## src/rtl/ccip_rd_arbiter_if.sv

```systemverilog
// Bundle of the requester-side and CCI-P c0 read-channel signals shared by the read arbiter.
// slave is the arbiter's view; master is the AFU/bench view.
interface ccip_rd_arbiter_if #(
  parameter int unsigned N_REQ   = 4,
  parameter int unsigned ADDR_W  = 42,
  parameter int unsigned DATA_W  = 512,
  parameter int unsigned MDATA_W = 16
);
  logic [N_REQ-1:0]        req_valid;
  logic [N_REQ*ADDR_W-1:0] req_addr;
  logic [N_REQ-1:0]        req_grant;
  logic                    tx_valid;
  logic [ADDR_W-1:0]       tx_addr;
  logic [MDATA_W-1:0]      tx_mdata;
  logic                    tx_alm_full;
  logic                    rx_rsp_valid;
  logic [MDATA_W-1:0]      rx_mdata;
  logic [DATA_W-1:0]       rx_data;
  logic [N_REQ-1:0]        rsp_valid;
  logic [DATA_W-1:0]       rsp_data;
  logic [7:0]              outstanding;
  logic                    flush_req;
  logic                    flush_done;
  logic                    err;

  modport slave (
    input  req_valid, req_addr, tx_alm_full, rx_rsp_valid, rx_mdata, rx_data, flush_req,
    output req_grant, tx_valid, tx_addr, tx_mdata, rsp_valid, rsp_data, outstanding,
           flush_done, err
  );

  modport master (
    output req_valid, req_addr, tx_alm_full, rx_rsp_valid, rx_mdata, rx_data, flush_req,
    input  req_grant, tx_valid, tx_addr, tx_mdata, rsp_valid, rsp_data, outstanding,
           flush_done, err
  );
endinterface

```

## src/rtl/ccip_rd_arbiter.sv

```systemverilog
// Round-robin arbiter sharing the CCI-P c0 read channel; tags mdata with the requester index,
// routes responses back by that index, and supports a flush/drain handshake.
module ccip_rd_arbiter #(
  parameter int unsigned N_REQ           = 4,
  parameter int unsigned MAX_OUTSTANDING = 16,
  parameter int unsigned ADDR_W          = 42,
  parameter int unsigned DATA_W          = 512,
  parameter int unsigned MDATA_W         = 16
) (
  input logic               i_clk,
  input logic               i_reset,
  ccip_rd_arbiter_if.slave  io_bus
);
  localparam int unsigned IDX_W = (N_REQ > 2) ? $clog2(N_REQ) : 1;
  localparam int unsigned TAG_W = MDATA_W - IDX_W;

  typedef enum logic [1:0] {StRun, StDrain, StDone} state_e;

  state_e             r_state, w_state_d;
  logic [IDX_W-1:0]   r_rr_ptr, w_rr_ptr_d, w_cand, w_gnt_idx;
  logic [N_REQ-1:0]   w_grant;
  logic               w_gnt_found, w_can_issue;
  logic [ADDR_W-1:0]  w_gnt_addr;
  logic [TAG_W-1:0]   r_tag;
  logic               r_tx_valid;
  logic [ADDR_W-1:0]  r_tx_addr;
  logic [MDATA_W-1:0] r_tx_mdata;
  logic [N_REQ-1:0]   r_rsp_valid;
  logic [DATA_W-1:0]  r_rsp_data;
  logic [7:0]         r_outstanding, w_outstanding_d;
  logic               r_err;
  logic [IDX_W-1:0]   w_rx_idx;
  logic               w_rx_idx_ok, w_rx_route, w_rx_err;
  logic               w_unused_mdata;

  assign w_can_issue = (r_state == StRun) && !io_bus.tx_alm_full &&
                       (r_outstanding < 8'(MAX_OUTSTANDING));

  // First requesting index at or after rr_ptr, wrapping around.
  always_comb begin
    w_grant     = '0;
    w_gnt_found = 1'b0;
    w_gnt_idx   = '0;
    w_cand      = '0;
    if (w_can_issue) begin
      for (int unsigned k = 0; k < N_REQ; k++) begin
        w_cand = IDX_W'((32'(r_rr_ptr) + k) % N_REQ);
        if (!w_gnt_found && io_bus.req_valid[w_cand]) begin
          w_gnt_found = 1'b1;
          w_gnt_idx   = w_cand;
        end
      end
    end
    if (w_gnt_found) w_grant[w_gnt_idx] = 1'b1;
  end

  always_comb begin
    w_gnt_addr = '0;
    for (int unsigned i = 0; i < N_REQ; i++) begin
      if (w_grant[i]) w_gnt_addr = io_bus.req_addr[i*ADDR_W +: ADDR_W];
    end
  end

  assign w_rr_ptr_d = w_gnt_found ? IDX_W'((32'(w_gnt_idx) + 1) % N_REQ) : r_rr_ptr;

  assign w_rx_idx       = io_bus.rx_mdata[IDX_W-1:0];
  assign w_rx_idx_ok    = 32'(w_rx_idx) < N_REQ;
  // A response with nothing in flight is stale (e.g. from before a reset) and is dropped.
  assign w_rx_route     = io_bus.rx_rsp_valid && w_rx_idx_ok && (r_outstanding != 8'd0);
  assign w_rx_err       = io_bus.rx_rsp_valid && (!w_rx_idx_ok || (r_outstanding == 8'd0));
  assign w_unused_mdata = ^io_bus.rx_mdata;

  always_comb begin
    w_outstanding_d = r_outstanding;
    if (w_gnt_found && !io_bus.rx_rsp_valid) begin
      w_outstanding_d = r_outstanding + 8'd1;
    end else if (!w_gnt_found && io_bus.rx_rsp_valid && (r_outstanding != 8'd0)) begin
      w_outstanding_d = r_outstanding - 8'd1;
    end
  end

  always_comb begin
    w_state_d = r_state;
    unique case (r_state)
      StRun:   if (io_bus.flush_req) w_state_d = StDrain;
      StDrain: if (w_outstanding_d == 8'd0) w_state_d = StDone;
      StDone:  w_state_d = StRun;
      default: w_state_d = StRun;
    endcase
  end

  always_ff @(posedge i_clk) begin
    if (i_reset) begin
      r_state       <= StRun;
      r_rr_ptr      <= '0;
      r_tag         <= '0;
      r_tx_valid    <= 1'b0;
      r_tx_addr     <= '0;
      r_tx_mdata    <= '0;
      r_rsp_valid   <= '0;
      r_rsp_data    <= '0;
      r_outstanding <= 8'd0;
      r_err         <= 1'b0;
    end else begin
      r_state       <= w_state_d;
      r_rr_ptr      <= w_rr_ptr_d;
      r_outstanding <= w_outstanding_d;
      r_tx_valid    <= w_gnt_found;
      if (w_gnt_found) begin
        r_tx_addr  <= w_gnt_addr;
        r_tx_mdata <= {r_tag, w_gnt_idx};
        r_tag      <= r_tag + 1'b1;
      end
      r_rsp_valid <= '0;
      if (w_rx_route) begin
        r_rsp_valid[w_rx_idx] <= 1'b1;
        r_rsp_data            <= io_bus.rx_data;
      end
      if (w_rx_err) r_err <= 1'b1;
    end
  end

  assign io_bus.req_grant   = w_grant;
  assign io_bus.tx_valid    = r_tx_valid;
  assign io_bus.tx_addr     = r_tx_addr;
  assign io_bus.tx_mdata    = r_tx_mdata;
  assign io_bus.rsp_valid   = r_rsp_valid;
  assign io_bus.rsp_data    = r_rsp_data;
  assign io_bus.outstanding = r_outstanding;
  assign io_bus.flush_done  = (r_state == StDone);
  assign io_bus.err         = r_err;
endmodule

```

## src/flat_wrapper.sv

```systemverilog
// flat-port wrapper written by rule: the top's interface ports become plain ports
module ccip_rd_arbiter_flat 
#(
  parameter int unsigned N_REQ           = 4,
  parameter int unsigned MAX_OUTSTANDING = 16,
  parameter int unsigned ADDR_W          = 42,
  parameter int unsigned DATA_W          = 512,
  parameter int unsigned MDATA_W         = 16
)
  (i_clk, i_reset, io_bus_req_valid, io_bus_req_addr, io_bus_tx_alm_full, io_bus_rx_rsp_valid, io_bus_rx_mdata, io_bus_rx_data, io_bus_flush_req, io_bus_req_grant, io_bus_tx_valid, io_bus_tx_addr, io_bus_tx_mdata, io_bus_rsp_valid, io_bus_rsp_data, io_bus_outstanding, io_bus_flush_done, io_bus_err);
  ccip_rd_arbiter_if #(.N_REQ(N_REQ), .ADDR_W(ADDR_W), .DATA_W(DATA_W), .MDATA_W(MDATA_W)) io_bus_i ();
  input logic i_clk;
  input logic i_reset;
  input wire logic [$bits(io_bus_i.req_valid)-1:0] io_bus_req_valid;
  input wire logic [$bits(io_bus_i.req_addr)-1:0] io_bus_req_addr;
  input wire logic [$bits(io_bus_i.tx_alm_full)-1:0] io_bus_tx_alm_full;
  input wire logic [$bits(io_bus_i.rx_rsp_valid)-1:0] io_bus_rx_rsp_valid;
  input wire logic [$bits(io_bus_i.rx_mdata)-1:0] io_bus_rx_mdata;
  input wire logic [$bits(io_bus_i.rx_data)-1:0] io_bus_rx_data;
  input wire logic [$bits(io_bus_i.flush_req)-1:0] io_bus_flush_req;
  output wire logic [$bits(io_bus_i.req_grant)-1:0] io_bus_req_grant;
  output wire logic [$bits(io_bus_i.tx_valid)-1:0] io_bus_tx_valid;
  output wire logic [$bits(io_bus_i.tx_addr)-1:0] io_bus_tx_addr;
  output wire logic [$bits(io_bus_i.tx_mdata)-1:0] io_bus_tx_mdata;
  output wire logic [$bits(io_bus_i.rsp_valid)-1:0] io_bus_rsp_valid;
  output wire logic [$bits(io_bus_i.rsp_data)-1:0] io_bus_rsp_data;
  output wire logic [$bits(io_bus_i.outstanding)-1:0] io_bus_outstanding;
  output wire logic [$bits(io_bus_i.flush_done)-1:0] io_bus_flush_done;
  output wire logic [$bits(io_bus_i.err)-1:0] io_bus_err;
  assign io_bus_i.req_valid = io_bus_req_valid;
  assign io_bus_i.req_addr = io_bus_req_addr;
  assign io_bus_i.tx_alm_full = io_bus_tx_alm_full;
  assign io_bus_i.rx_rsp_valid = io_bus_rx_rsp_valid;
  assign io_bus_i.rx_mdata = io_bus_rx_mdata;
  assign io_bus_i.rx_data = io_bus_rx_data;
  assign io_bus_i.flush_req = io_bus_flush_req;
  assign io_bus_req_grant = io_bus_i.req_grant;
  assign io_bus_tx_valid = io_bus_i.tx_valid;
  assign io_bus_tx_addr = io_bus_i.tx_addr;
  assign io_bus_tx_mdata = io_bus_i.tx_mdata;
  assign io_bus_rsp_valid = io_bus_i.rsp_valid;
  assign io_bus_rsp_data = io_bus_i.rsp_data;
  assign io_bus_outstanding = io_bus_i.outstanding;
  assign io_bus_flush_done = io_bus_i.flush_done;
  assign io_bus_err = io_bus_i.err;
  ccip_rd_arbiter #(.N_REQ(N_REQ), .MAX_OUTSTANDING(MAX_OUTSTANDING), .ADDR_W(ADDR_W), .DATA_W(DATA_W), .MDATA_W(MDATA_W)) u_core (.i_clk(i_clk), .i_reset(i_reset), .io_bus(io_bus_i));
endmodule
```

## config.mk

```make
export PLATFORM = sky130hd
export DESIGN_NAME = ccip_rd_arbiter_flat
export DESIGN_NICKNAME = d
export VERILOG_FILES = /design/src/rtl/ccip_rd_arbiter_if.sv /design/src/rtl/ccip_rd_arbiter.sv /design/src/flat_wrapper.sv
export SDC_FILE = /design/constraint.sdc
export NUM_CORES = 1
export LEC_CHECK = 0
export ABC_AREA = 1
export ABC_CLOCK_PERIOD_IN_PS = 2500
export BUFFER_PORTS_ARGS = -buffer_cell sky130_fd_sc_hd__buf_4
export CORE_AREA = 5 5 505 507
export CTS_CLUSTER_DIAMETER = 30
export DETAILED_ROUTE_END_ITERATION = 8
export DIE_AREA = 0 0 510 512
export SYNTH_ARGS = -nofsm -noshare
export SYNTH_HDL_FRONTEND = slang
export SYNTH_SLANG_ARGS = --single-unit
```

## constraint.sdc

```tcl
create_clock -name i_clk -period 2.5 [get_ports i_clk]
set_input_delay 0.5 -clock i_clk [delete_from_list [all_inputs] [get_ports i_clk]]
set_output_delay 0.5 -clock i_clk [all_outputs]
set_load 0.01 [all_outputs]
```

Yosys cells after proc, flatten, opt, wreduce, memory -nomap -nowiden
Index checks and enable logic that the tools add are counted.

Shift operators: 0. Equal/unequal tests: 4. Bitwise logic cells: 1. Mux-type cells: 35. Order comparisons: 9. $add $sub $neg: 7. $mul: 0. Reduce and logical (&&, ||, !) cells: 24. Div/mod/pow operators: 0.

Operator list (count): 42-bit 2-to-1 mux (4); 2-bit by 3-bit < comparator with 1-bit output (second input constant) (6); 8-bit logical NOT (2); 8-bit 2-to-1 mux (2); 14-bit by 1-bit adder with 14-bit output (second input constant) (1); 1-bit 2-to-1 mux (14); 2-bit 2-to-1 mux (7); 1-bit logical AND (12); 8-bit by 1-bit adder with 8-bit output (second input constant) (1); 1-bit binary-select mux with 2-bit select (4); 8-bit by 5-bit < comparator with 1-bit output (second input constant) (1); 8-bit nonzero test (1); 8-bit by 1-bit subtractor with 8-bit output (second input constant) (1); 1-bit logical NOT (6); 2-bit by 1-bit adder with 2-bit output (second input constant) (2); 2-bit adder (second input constant) (2); 1-bit demux with 2-bit select (2); 2-bit by 1-bit greater-or-equal comparator with 1-bit output (second input constant) (2); 4-bit 2-to-1 mux (1); 2-bit one-hot mux with 2 select lines (1); 2-bit by 1-bit equality test with 1-bit output (second input constant) (1); 2-bit equality test (second input constant) (1); 2-bit logical NOT (1); 2-bit by 1-bit inequality test with 1-bit output (second input constant) (1); 4 further kinds (4).

Bits in latches: 0. Word-level logic and storage cells: 90. Bits in read-only memories: 0. Output and inout bits: 589. Input port bits: 705. Memory bits (writable): 0. Memories kept: 0. Register bits: 602.

Longest topological paths before layout
Word-level depth: 25. Gate-level depth with buffers: 23. Depth with buffers taken out: 21.

Least setup slack after synthesis
No wires, ideal clock.

Path type: input port to output port. Start: input io_bus_req_valid[3]. End: output io_bus_req_grant[3]. Required time: 2000 ps. Slack: -159 ps. Cell stages on the path: 15. Arrival time: 2159 ps. Path through: inv_1 -> nand2_1 -> nand3_1 -> nand2_1 -> nor2_4 -> inv_1 -> nor3_1 -> inv_1 -> nand4_1 -> nand3_1 -> inv_1 -> ha_1 -> inv_2 -> nor2_2 -> buf_2.

Cells in the longest elaborated chain, start to end: 21. Elaborated cells on any way between the ends: 33. Classes of those cells: order compare: 2; mux: 24; reduce/logical: 7.

Ends and longest elaborated chain: start, declared (RTL line flat_wrapper.sv:14) `input wire logic [$bits(io_bus_i.req_valid)-1:0] io_bus_req_valid;`; 1-bit binary-select mux with 2-bit select (RTL line ccip_rd_arbiter.sv:48) `if (!w_gnt_found && io_bus.req_valid[w_cand]) begin`; 1-bit 2-to-1 mux (implied by the code) (RTL line ccip_rd_arbiter.sv:48); 1-bit 2-to-1 mux (RTL line ccip_rd_arbiter.sv:48); 1-bit 2-to-1 mux (RTL line ccip_rd_arbiter.sv:45) `if (w_can_issue) begin`; 1-bit logical NOT (RTL line ccip_rd_arbiter.sv:48); 1-bit logical AND (RTL line ccip_rd_arbiter.sv:48); 1-bit 2-to-1 mux (RTL line ccip_rd_arbiter.sv:48); 1-bit 2-to-1 mux (RTL line ccip_rd_arbiter.sv:45); [... 6 more ...]; 2-bit 2-to-1 mux * (RTL line ccip_rd_arbiter.sv:48); 2-bit 2-to-1 mux * (RTL line ccip_rd_arbiter.sv:45); net u_core.w_gnt_idx[1] (RTL line ccip_rd_arbiter.sv:20) `logic [IDX_W-1:0] r_rr_ptr, w_rr_ptr_d, w_cand, w_gnt_idx;`; 2-bit by 3-bit < comparator with 1-bit output (implied by the code) or 2-bit by 1-bit greater-or-equal comparator with 1-bit output (tied branches) (RTL line ccip_rd_arbiter.sv:54) `if (w_gnt_found) w_grant[w_gnt_idx] = 1'b1;`; 1-bit logical AND (implied by the code) (RTL line ccip_rd_arbiter.sv:54); 1-bit 2-to-1 mux (implied by the code) (RTL line ccip_rd_arbiter.sv:54); 1-bit demux with 2-bit select *; 4-bit 2-to-1 mux * (RTL line ccip_rd_arbiter.sv:54); end, declared (RTL line flat_wrapper.sv:21) `output wire logic [$bits(io_bus_i.req_grant)-1:0] io_bus_req_grant;`.

Mark *: on every way through the listed nets, which the timed path passes. The rest lies on a longest branch. The select of a mux whose other input is x is not followed.

Final worst setup path
Start: register u_core.r_rr_ptr[0]. End: output io_bus_req_grant[1].

Cells in the longest elaborated chain, start to end: 21. Elaborated cells on any way between the ends: 36. Classes of those cells: add/sub: 3; order compare: 2; mux: 24; reduce/logical: 7.

Ends and longest elaborated chain: start, declared (RTL line ccip_rd_arbiter.sv:20); start signal, assigned (RTL line ccip_rd_arbiter.sv:106) `r_rr_ptr <= w_rr_ptr_d;`; 1-bit binary-select mux with 2-bit select (RTL line ccip_rd_arbiter.sv:48); 1-bit 2-to-1 mux (implied by the code) (RTL line ccip_rd_arbiter.sv:48); 1-bit 2-to-1 mux (RTL line ccip_rd_arbiter.sv:48); 1-bit 2-to-1 mux (RTL line ccip_rd_arbiter.sv:45); 1-bit logical NOT (RTL line ccip_rd_arbiter.sv:48); 1-bit logical AND (RTL line ccip_rd_arbiter.sv:48); 1-bit 2-to-1 mux (RTL line ccip_rd_arbiter.sv:48); 1-bit 2-to-1 mux (RTL line ccip_rd_arbiter.sv:45); [... 5 more ...]; 1-bit logical AND (RTL line ccip_rd_arbiter.sv:48); 2-bit 2-to-1 mux (RTL line ccip_rd_arbiter.sv:48); 2-bit 2-to-1 mux (RTL line ccip_rd_arbiter.sv:45); 2-bit by 3-bit < comparator with 1-bit output (implied by the code) or 2-bit by 1-bit greater-or-equal comparator with 1-bit output (tied branches) (RTL line ccip_rd_arbiter.sv:54); 1-bit logical AND (implied by the code) (RTL line ccip_rd_arbiter.sv:54); 1-bit 2-to-1 mux (implied by the code) (RTL line ccip_rd_arbiter.sv:54); 1-bit demux with 2-bit select; 4-bit 2-to-1 mux * (RTL line ccip_rd_arbiter.sv:54).

Mark *: on every way between the ends. The rest lies on a longest branch, timed or not. The select of a mux whose other input is x is not followed.

==> out/summary.txt <==
status: finished, violations left
failing checks: setup timing
P_sw: 24.9 mW
initial antenna violation count: 335
Synth cell types: 37
DRT Pass-1 Iters: 5
Num CTS Buffers: 184
IO Pins: 1,294
fmax: 304 MHz
Worst Skew: 50.7 ps
CTS HTree Levels: 4
Nets: 5,626
Power Internal: 42.7 mW
Sw Ratio: 0.369
CP Data Required Time: 2000 ps
initial DRC count: 1,780
worst-skew pair later-pin latency: 800 ps
Min Hold Slack: 72.3 ps
vias in the first global route: 28,200
CTS tree: yes
core area: 250,000 sq um
Hold Crit Class: primary input to flip-flop
Die Height: 512 um
Die Width: 510 um
Routed WL: 217,000 um
pre-CTS setup slack: -545 ps
Static Leak: 21.7 nW
P per Cell Area: 1360 nW/um^2
IO buf count: 1,279
pin count of the biggest net entering global routing: 124
startpoint types: flip-flop
Final Max Slew Viols: 0
final-report setup violation count: 46
via count: 29,800
die area: 261,000 sq um
Synth Register Bits: 602
first-pass GRT wire length: 272,000 um
post-synth design cell area: 22,700 sq um
Clock Path Buffers: 3
worst-path maximum fanout: 6
ys flop type: dfxtp_1
Clk pwr share: 0.381
Synth async-reset ratio: 0
Seq pwr share: 0.244
commonest non-fill, non-tap cell in the layout: buf_4
Fin Setup TNS: -14,480 ps
post-detail-place hpwl: 183,000 um
YS warnings: 0
critical path endpoint category: primary output
clock root buffer: clkbuf_16
Routed WL per cell: 25.3 um
worst setup margin: -788 ps
clk slew on worst S/H paths: 40 ps
RSZ-0062 raised after global routing: yes
final hold vios: 0
Final GP Congestion: 0.938
clock sink count: 602
most frequent cells in the layout: buf_4 (1,371), nor2_1 (1,074), dfxtp_1 (600)
Synth Net Count: 3,727
vias per cell: 3.47
register area share after synthesis: 0.531
total gr overflow: 0
syn avg cell area: 7.52 sq um
synthesized instance count: 3,014
Total GRT Usage: 0.157
share of cells above drive strength 1: 0.355
Slew HR: 0.412
critical path class: flip-flop to primary output
antenna viol nets, final: 0
number of flops mapped to enable cells by yosys: 0
area grow syn2layout: 119%
Slew @ Worst Pin: 882 ps
period utilisation layout: 1.32
Peak VDD IR: 0.000764 V
Starting Density: 0.0907
Final min period: 3290 ps
max_cap viols: 0
num rows: 184
Gate power share: 0.375
DRC: 0
Data arrival, critical path: 2790 ps
## power by group through the flow
| stage | clock (mW) | sequential (mW) | combinational (mW) |
|---|---|---|---|
| finish | 25.7 | 16.5 | 25.3 |
| global route | 26.8 | 17.1 | 27.2 |
| CTS | 26.3 | 16.5 | 26.0 |
| detailed placement | 0 | 16.6 | 24.6 |
| global placement | 0 | 16.4 | 24.6 |
| floorplan | 0 | 18.5 | 7.28 |
## final cells by class
type | instances | area [sq um]
fill | 27800 | 200000
timing repair buffer | 1931 | 16300
sequential | 602 | 12100
multi-input combinational | 2101 | 9450
clock buffer | 249 | 5270
tap | 3348 | 4190
clock inverter | 92 | 1630
inverter | 93 | 389
antenna | 150 | 375
## critical path: stages (launching register included)
cell and delay (ps):
dfxtp_4 360, buf_6 130, nand2_1 70, o21ai_2 70
o21ai_2 170, inv_2 70, nor3_2 190, inv_1 60
nand4_1 80, nand3_2 120, buf_6 170, ha_1 200
nand2_2 110, inv_6 60, buf_4 150
## flip-flops by register name (all words and copies together), names as in the netlist
name,cells
u_core.io_bus.outstanding,8
u_core.r_tag,14
u_core.io_bus.tx_addr,42
u_core.r_rr_ptr,2
u_core.io_bus.tx_valid,1
u_core.io_bus.rsp_data,512
u_core.io_bus.tx_mdata,16
u_core.io_bus.rsp_valid,4
u_core.r_state,2
u_core.io_bus.err,1
## cells in the mapped netlist (5+ instances only)
cell	n	area share
clkbuf_1	134	0.022
dfxtp_1	602	0.53
a22o_1	27	0.010
inv_1	83	0.014
nand4_1	8	0.0022
nor2_1	1074	0.18
o211ai_1	30	0.0099
buf_4	8	0.0026
a21oi_1	78	0.017
nand2_1	196	0.032
buf_2	71	0.016
o21ai_0	538	0.12
ha_1	8	0.0044
nor3_1	13	0.0029
nand3_1	95	0.021
xor2_1	5	0.0019
## stage by stage
stage / power (mW) / cell area [sq um] / std cells / util
floorplan: 25.8 / 22700 / 3014 / -
global placement: 41.0 / 36900 / 7547 / 0.148
detailed placement: 41.2 / 36900 / 7547 / 0.148
CTS: 68.7 / 49100 / 8411 / 0.197
global route: 71.1 / 49600 / 8525 / 0.198
finish: 67.6 / 49700 / 8566 / 0.199
## cells by family (layout without fill, tap and decap cells)
group | count (synthesis) | count (layout) | synth area share
simple gates | 1407 | 1407 | 0.245
compound gates | 678 | 678 | 0.158
flops | 602 | 602 | 0.531
buf+inv | 311 | 2365 | 0.0585
fa+ha+maj | 8 | 8 | 0.00441
xor+xnor | 8 | 8 | 0.00309
other cells | 0 | 150 | 0
## final timing paths
path                                           from  slack (ps)                                      end  depth (start not counted)
min                              io_bus_rx_data[51]          70  u_core.io_bus.rsp_data[51]$_SDFFE_PP0P_                          3
min reg2reg  u_core.io_bus.tx_addr[32]$_SDFFE_PP0P_         470   u_core.io_bus.tx_addr[32]$_SDFFE_PP0P_                          2
max reg2reg         u_core.r_rr_ptr[0]$_SDFFE_PP0P_        -360   u_core.io_bus.tx_addr[11]$_SDFFE_PP0P_                         15
max                 u_core.r_rr_ptr[0]$_SDFFE_PP0P_        -790                      io_bus_req_grant[1]                         14
## per-layer routing
layer / global-route usage / vias up / wire [um]
li1: - / 13800 / -
met1: 0.189 / 13600 / 90100
met2: 0.232 / 1583 / 88900
met3: 0.0861 / 542 / 27000
met4: 0.0586 / 214 / 9490
met5: 0 / - / 1370
## repair_timing
item                       in CTS  in global routing
resized for setup              39                 32
cloned                          1                  1
setup endpoints to repair      51                 52
buffers inserted               11                  4
hold endpoints to repair      506                  0
pin swaps                      27                 28
hold buffers                  511                  0
Power figures use the tool's default switching activity.
